[src/rtl/serial_addsub_pkg.sv]
// Shared types and constants for the bit-serial adder/subtractor controller.
package serial_addsub_pkg;

    localparam int unsigned WIDTH_DEFAULT = 8;

    typedef enum logic [1:0] {
        IDLE = 2'd0,
        RUN  = 2'd1,
        DONE = 2'd2
    } state_t;

endpackage

[src/rtl/serial_addsub_cell.sv]
// 1-bit add cell; sub inverts b so the same cell performs a + ~b + c.
module serial_addsub_cell (
    input  logic a,
    input  logic b,
    input  logic cin,
    input  logic sub,
    output logic s,
    output logic cout
);

    logic b_x;

    assign b_x  = b ^ sub;
    assign s    = a ^ b_x ^ cin;
    assign cout = (a & b_x) | (a & cin) | (b_x & cin);

endmodule

[src/rtl/serial_addsub_ctrl.sv]
// Bit-serial add/subtract controller: one shared cell, LSB first, one bit per cycle.
// Define SERIAL_ADDSUB_OVF_EN to build the registered signed-overflow flag.
module serial_addsub_ctrl
    import serial_addsub_pkg::*;
#(
    parameter int unsigned WIDTH = WIDTH_DEFAULT
) (
    input  logic             clk,
    input  logic             rst,
    input  logic             start,
    input  logic [WIDTH-1:0] a,
    input  logic [WIDTH-1:0] b,
    input  logic             cin,
    input  logic             sub,
    output logic             busy,
    output logic             done,
    output logic [WIDTH-1:0] s,
    output logic             cout,
    output logic             ovf
);

    localparam int unsigned      CNT_W = $clog2(WIDTH);
    localparam logic [CNT_W-1:0] LAST  = CNT_W'(WIDTH - 1);

    state_t           state_q, state_d;
    logic [WIDTH-1:0] a_q, a_d;
    logic [WIDTH-1:0] b_q, b_d;
    logic [WIDTH-1:0] s_q, s_d;
    logic             sub_q, sub_d;
    logic             carry_q, carry_d;
    logic [CNT_W-1:0] cnt_q, cnt_d;
    logic             cell_s, cell_cout;

    serial_addsub_cell u_cell (
        .a    (a_q[cnt_q]),
        .b    (b_q[cnt_q]),
        .cin  (carry_q),
        .sub  (sub_q),
        .s    (cell_s),
        .cout (cell_cout)
    );

`ifdef SERIAL_ADDSUB_OVF_EN
    logic ovf_q, ovf_d;
`endif

    always_comb begin
        state_d = state_q;
        a_d     = a_q;
        b_d     = b_q;
        s_d     = s_q;
        sub_d   = sub_q;
        carry_d = carry_q;
        cnt_d   = cnt_q;
`ifdef SERIAL_ADDSUB_OVF_EN
        ovf_d   = ovf_q;
`endif
        case (state_q)
            IDLE, DONE: begin
                if (start) begin
                    state_d = RUN;
                    a_d     = a;
                    b_d     = b;
                    sub_d   = sub;
                    s_d     = '0;
                    cnt_d   = '0;
                    // Subtract is a + ~b + 1, so a borrow-in removes the +1.
                    carry_d = cin ^ sub;
`ifdef SERIAL_ADDSUB_OVF_EN
                    ovf_d   = 1'b0;
`endif
                end else if (state_q == DONE) begin
                    state_d = IDLE;
                end
            end
            RUN: begin
                s_d     = {cell_s, s_q[WIDTH-1:1]};
                carry_d = cell_cout;
                if (cnt_q == LAST) begin
                    state_d = DONE;
`ifdef SERIAL_ADDSUB_OVF_EN
                    ovf_d   = carry_q ^ cell_cout;
`endif
                end else begin
                    cnt_d = cnt_q + 1'b1;
                end
            end
            default: state_d = IDLE;
        endcase
    end

    always_ff @(posedge clk) begin
        if (rst) begin
            state_q <= IDLE;
            a_q     <= '0;
            b_q     <= '0;
            s_q     <= '0;
            sub_q   <= 1'b0;
            carry_q <= 1'b0;
            cnt_q   <= '0;
`ifdef SERIAL_ADDSUB_OVF_EN
            ovf_q   <= 1'b0;
`endif
        end else begin
            state_q <= state_d;
            a_q     <= a_d;
            b_q     <= b_d;
            s_q     <= s_d;
            sub_q   <= sub_d;
            carry_q <= carry_d;
            cnt_q   <= cnt_d;
`ifdef SERIAL_ADDSUB_OVF_EN
            ovf_q   <= ovf_d;
`endif
        end
    end

    assign busy = (state_q == RUN);
    assign done = (state_q == DONE);
    assign s    = s_q;
    assign cout = carry_q;
`ifdef SERIAL_ADDSUB_OVF_EN
    assign ovf  = ovf_q;
`else
    assign ovf  = 1'b0;
`endif

endmodule

[config.mk]
export PLATFORM = sky130hd
export DESIGN_NAME = serial_addsub_ctrl
export DESIGN_NICKNAME = d
export VERILOG_FILES = /design/src/rtl/serial_addsub_pkg.sv /design/src/rtl/serial_addsub_cell.sv /design/src/rtl/serial_addsub_ctrl.sv
export SDC_FILE = /design/constraint.sdc
export NUM_CORES = 1
export LEC_CHECK = 0
export ABC_AREA = 0
export CAP_MARGIN = 20
export CORE_MARGIN = 1
export CORE_UTILIZATION = 54
export CTS_BUF_LIST = sky130_fd_sc_hd__clkbuf_4 sky130_fd_sc_hd__clkbuf_8
export CTS_CLUSTER_DIAMETER = 60
export DETAILED_ROUTE_END_ITERATION = 8
export PLACE_DENSITY = 0.86
export SYNTH_ARGS = -nofsm -noshare
export SYNTH_HDL_FRONTEND = slang
export SYNTH_HIERARCHICAL = 1
export SYNTH_SLANG_ARGS = --single-unit
[constraint.sdc]
create_clock -name clk -period 3.5 [get_ports clk]
set_clock_uncertainty 0.05 [all_clocks]
set_input_delay 0.35 -clock clk [delete_from_list [all_inputs] [get_ports clk]]
set_output_delay 0.35 -clock clk [all_outputs]
set_load 0.005 [all_outputs]
* Word level (Yosys, flattened, before mapping)
Cells that the tools add are included.
Storage, ports and cells: flip-flop bits (word level) 31, output and inout port bits 12
Operators by class: add/sub/neg operators 1, order comparisons 1, equality and inequality tests 7, mux-type cells 15, bitwise logic cells 9, reductions and logical operators 7
Operators by type and width (number):
- $pmux W8 S2 | 1
- $mux W8 | 1
- $bmux W1 S3 | 2
- $mux W2 | 3
- $mux W3 | 2
- $pmux W3 S2 | 1
- $reduce_and A2 Y1 | 3
- $lt A3 B4 Y1 const B | 1
- $ne A2 B2 Y1 const B | 2
- $pmux W2 S2 | 1
- $xor A1 B1 Y1 | 4
- $add A3 B1 Y3 const B | 1
- $and A1 B1 Y1 | 3
- $eq A3 B3 Y1 const B | 1
- $mux W1 | 3
- $ne A3 B3 Y1 const B | 1
- $reduce_and A3 Y1 | 1
- $eq A2 B1 Y1 const B | 1
- $eq A2 B2 Y1 const B | 1
- $logic_not A2 Y1 | 1
- $ne A2 B1 Y1 const B | 1
- $or A1 B1 Y1 | 2
- $pmux W1 S2 | 1
- $reduce_bool A2 Y1 | 1
- $reduce_or A2 Y1 | 1

* Longest topological paths before layout
word-level depth 7, mapped depth 8, depth with buffers taken out 7

* Modules after synthesis
Netlist, hierarchy kept.
Modules (own cells, without submodules):
- serial_addsub_ctrl | instances 1, cells each 148, area an instance 1283.7 um^2
- serial_addsub_cell | instances 1, cells each 6, area an instance 43.8 um^2

* Worst setup path after synthesis
Ideal clock, no wire load.
kind reg2reg, from reg cnt_q[0], to reg s_q[7], in the netlist s[7], arrival 1972 ps, data required time 3318 ps, setup slack 1346 ps, stages on the path, launching flop included 9, cell sequence dfxtp_1 > buf_6 > mux4_1 > mux2_2 > xnor2_1 > fa_1 > inv_1 > nand2_1 > a21oi_1
On the way: word-level cells in the longest chain between the ends 6, elaborated cells between the ends (all ways) 8
RTL lines:
- start: declaration | line serial_addsub_ctrl.sv:31 | logic [CNT_W-1:0] cnt_q, cnt_d;
- start signal: assignment | line serial_addsub_ctrl.sv:111 | cnt_q <= cnt_d;
- $bmux W1 S3 | line serial_addsub_ctrl.sv:36 | .b (b_q[cnt_q]),
- $mux W1 (not written as such) | line serial_addsub_ctrl.sv:36
- $xor A1 B1 Y1 | line serial_addsub_cell.sv:13 | assign b_x = b ^ sub;
- $xor A1 B1 Y1 (*) (2 in a row) | line serial_addsub_cell.sv:14 | assign s = a ^ b_x ^ cin;
- named net cell_s | line serial_addsub_ctrl.sv:32 | logic cell_s, cell_cout;
- $pmux W8 S2 (*) | line serial_addsub_ctrl.sv:58 | case (state_q)
- end signal: assignment | line serial_addsub_ctrl.sv:97 | s_q <= '0;
- end signal: assignment | line serial_addsub_ctrl.sv:108 | s_q <= s_d;
- end: declaration | line serial_addsub_ctrl.sv:28 | logic [WIDTH-1:0] s_q, s_d;
The timed path passes the listed nets; every way through them passes the cells marked *. The select of a mux whose other input is x is not followed. A chain may end at the register's enable or synchronous reset.

* Worst setup path in the final report
from reg state_q[1], to out busy
On the way: word-level cells in the longest chain between the ends 1
RTL lines:
- start: declaration | line serial_addsub_ctrl.sv:25 | state_t state_q, state_d;
- start signal: assignment | line serial_addsub_ctrl.sv:105 | state_q <= state_d;
- $eq A2 B1 Y1 | line serial_addsub_ctrl.sv:118 | assign busy = (state_q == RUN);
- end: declaration | line serial_addsub_ctrl.sv:15 | output logic busy,
Every way passes these cells.

==> results by group <==
Worst setup path
  – Critical path arrival: between 1.5 and 2 ns
  – Max stage delay on crit path: 0.56 ns
  – Worst Setup End Kind: output pin
  – CP required: 3.10 ns
  – Cell breakdown of the critical path: nand2b_1 -> clkinv_1 -> clkdlybuf4s50_1
  – Top delay family on crit path: buffers and inverters
  – CP Launch Type: flip-flop
  – Crit-path max FO: 11
  – CP Buf/Inv Count: 2
  – Critical path class: reg -> out
  – Critical path's slowest cell: clkdlybuf4s50_1

GRT
  – Largest net degree at the start of global routing: 32
  – Vias in the first global route: between 1000 and 1500
  – Initial antenna violation count: 0
  – First-pass GRT wire length: ~4500 µm
  – Total global-route track usage: 23.6%
  – Global route total overflow: 0

Pwr
  – Pleak: ~0.63 nW
  – Final total power: about 0.67 mW
  – Max IR drop VDD: approximately 0.31 mV
  – Pwr Density: roughly 400 mW/mm²

Synth
  – Unique masters post-synth: 23
  – Ranking of synthesized cells by area: dfxtp_1 (47%), nand2_1 (12%), a21oi_1 (11%)
  – Avg Cell Area, Syn: ~8.6 µm²
  – Seq cells post-synth: 31
  – Syn Nets: ~180
  – Synth area leader: dfxtp_1
  – Cells after synthesis: about 150
  – Sequential fraction of the synthesis area: 46.7%
  – Yosys warns: 6
  – Post-synth top area share: 46.7%
  – Mapped cell area: ~0.0013 mm²

CTS
  – Root Buffer: clkbuf_4
  – Clock transition at the registers of the reported paths: around 0.080 ns
  – Clk_lat worst skew: 0.32 ns
  – Hold Buf Count CTS: 0
  – CTS tree: built
  – Clock Sinks: 31
  – CTS max path bufs: 2
  – Clock buffer count from CTS: 5
  – H-tree lvl count: 2
  – CTS resizes: 0
  – Post-CTS Setup Bufs: 0

Cells and area
  – Number of diodes: 0
  – Layout area overhead: 25.6%
  – Commonest non-fill, non-tap cell in the layout: nand2_1
  – Share of layout cells above drive strength 1: roughly 5.5%
  – Fill cell count: between 150 and 200
  – Post-route insts no fill: 209
  – Commonest non-fill, non-tap cells in the layout: nand2_1 (44), dfxtp_1 (31), clkdlybuf4s50_1 (31)
  – Fin nets: ~200

Drt
  – Total number of vias: between 1000 and 1500
  – ANT nets after route: 0
  – Post-Route WL: around 2700 µm
  – Number of detailed-route iterations in the first pass: 4
  – Wire per inst: 13.1 µm
  – Drc violations: 0
  – Initial DRC Count: 36
  – Routed vias/inst: approximately 5.5

Place
  – Placed cell count: about 200
  – DPL Wire Length: approximately 1900 µm
  – IO buf count: 31
  – Routability congestion estimate from global placement: 0.788

Status
  – Status: finished, final reports clean

STA
  – Hold Vio Cnt, Final: 0
  – Relative slew slack: 27.2%
  – Fmax: 419 MHz
  – Slew @ Worst Pin: approximately 1.1 ns
  – Setup TNS: 0 ns
  – RSZ-0062 raised after global routing: no
  – WHS: just over 0.4 ns
  – Minimum clock period: 2.39 ns
  – Setup-failing EPs final: 0
  – Max-slew violation count: 0
  – Crit share post-route: roughly 68%

Die
  – Die area: 0.00266 mm²
  – Starting Density: slightly below 60%
  – Die Wd: 51.6 µm
  – Core Area: about 0.0023 mm²
  – FP Rows: 17
  – Top Ports: 33
  – Chip height: 51.6 µm

Job
  – Max Cap Viol: 0

Worst hold path
  – Hold Crit Class: reg -> reg
stage by stage:
step	cell area (µm²)	setup WS [ns]	util, %
after floorplan	1330	1.35	-
after global placement	1620	1.23	72.0
after detailed placement	1620	1.14	72.0
after CTS	1670	1.11	74.0
after global routing	1670	0.979	74.0
final	1670	1.11	74.0
flip-flops by register name (all words and copies together) (netlist names):
signal and cells:
cnt_q 3, state_q 2, s 8, cout 1, b_q 8, sub_q 1, a_q 8
area by class of cell:
cell class	instances	area, µm²	area share (%)
inverters	5	18.8	1.13
clock buffers	6	45.0	2.70
multi-input cells	107	631	37.8
flip-flops and latches	31	621	37.2
well taps	28	35.0	2.10
repair buffers	32	318	19.1
worst reg2reg max path: cells and delay by family (launching register included):
| family | cells | cell delay (ns) |
|---|---|---|
| AND/OR/NAND/NOR | 1 | 0.05 |
| buffers and inverters | 1 | 0.04 |
| adder cells (fa/ha/maj) | 1 | 0.48 |
| AO/OA/AOI/OAI | 1 | 0.07 |
| multiplexers | 2 | 0.87 |
| XOR/XNOR | 1 | 0.13 |
| flip-flops | 1 | 0.50 |
worst paths after layout:
path / startpoint / slack, ns / to / depth (start not counted)
worst max-delay path: state_q[1] / 1.11 / busy / 3
worst max register to register: cnt_q[0] / 1.15 / s[7] / 7
worst min-delay path: a_q[3] / 0.41 / a_q[3] / 2
worst min register to register: a_q[3] / 0.41 / a_q[3] / 2
report_power, final:
group | switching (mW) | total, mW | internal, mW
registers | 0.0120 | 0.381 | 0.369
logic | 0.0478 | 0.0992 | 0.0514
clock network | 0.111 | 0.190 | 0.0790
total | 0.170 | 0.670 | 0.500
cells by family after synthesis:
| logic type | synth area share (%) |
|---|---|
| other | 0.282 |
| AOI/OAI and AO/OA | 11.4 |
| xor gates and xnor gates | 1.32 |
| adders and majority gates | 3.39 |
| muxes | 9.61 |
| DFF | 46.7 |
| and+or+nand+nor | 21.5 |
| buffers and inverters | 5.75 |
layer usage:
| layer | track usage [%] | wire [µm] | vias to the layer above |
|---|---|---|---|
| li1 | - | - | 568 |
| met1 | 26.5 | 1150 | 547 |
| met2 | 39.6 | 1390 | 36 |
| met3 | 6.43 | 131 | 8 |
| met4 | 14.4 | 61 | 0 |
| met5 | 0 | 0 | - |
cells in the mapped netlist (all sizes together):
cell and n:
clkinv 1, nor3 2, conb 1, clkbuf 5, fa 1, nor3b 2
nand2 44, buf 6, mux4 4, nor2b 2, or3b 1, nand3 11
o22ai 1, mux2 2, ha 2, dfxtp 31, xnor2 1, inv 4
nand2b 3, xor2 1, a21oi 29
(Power assumes the default switching activity.)
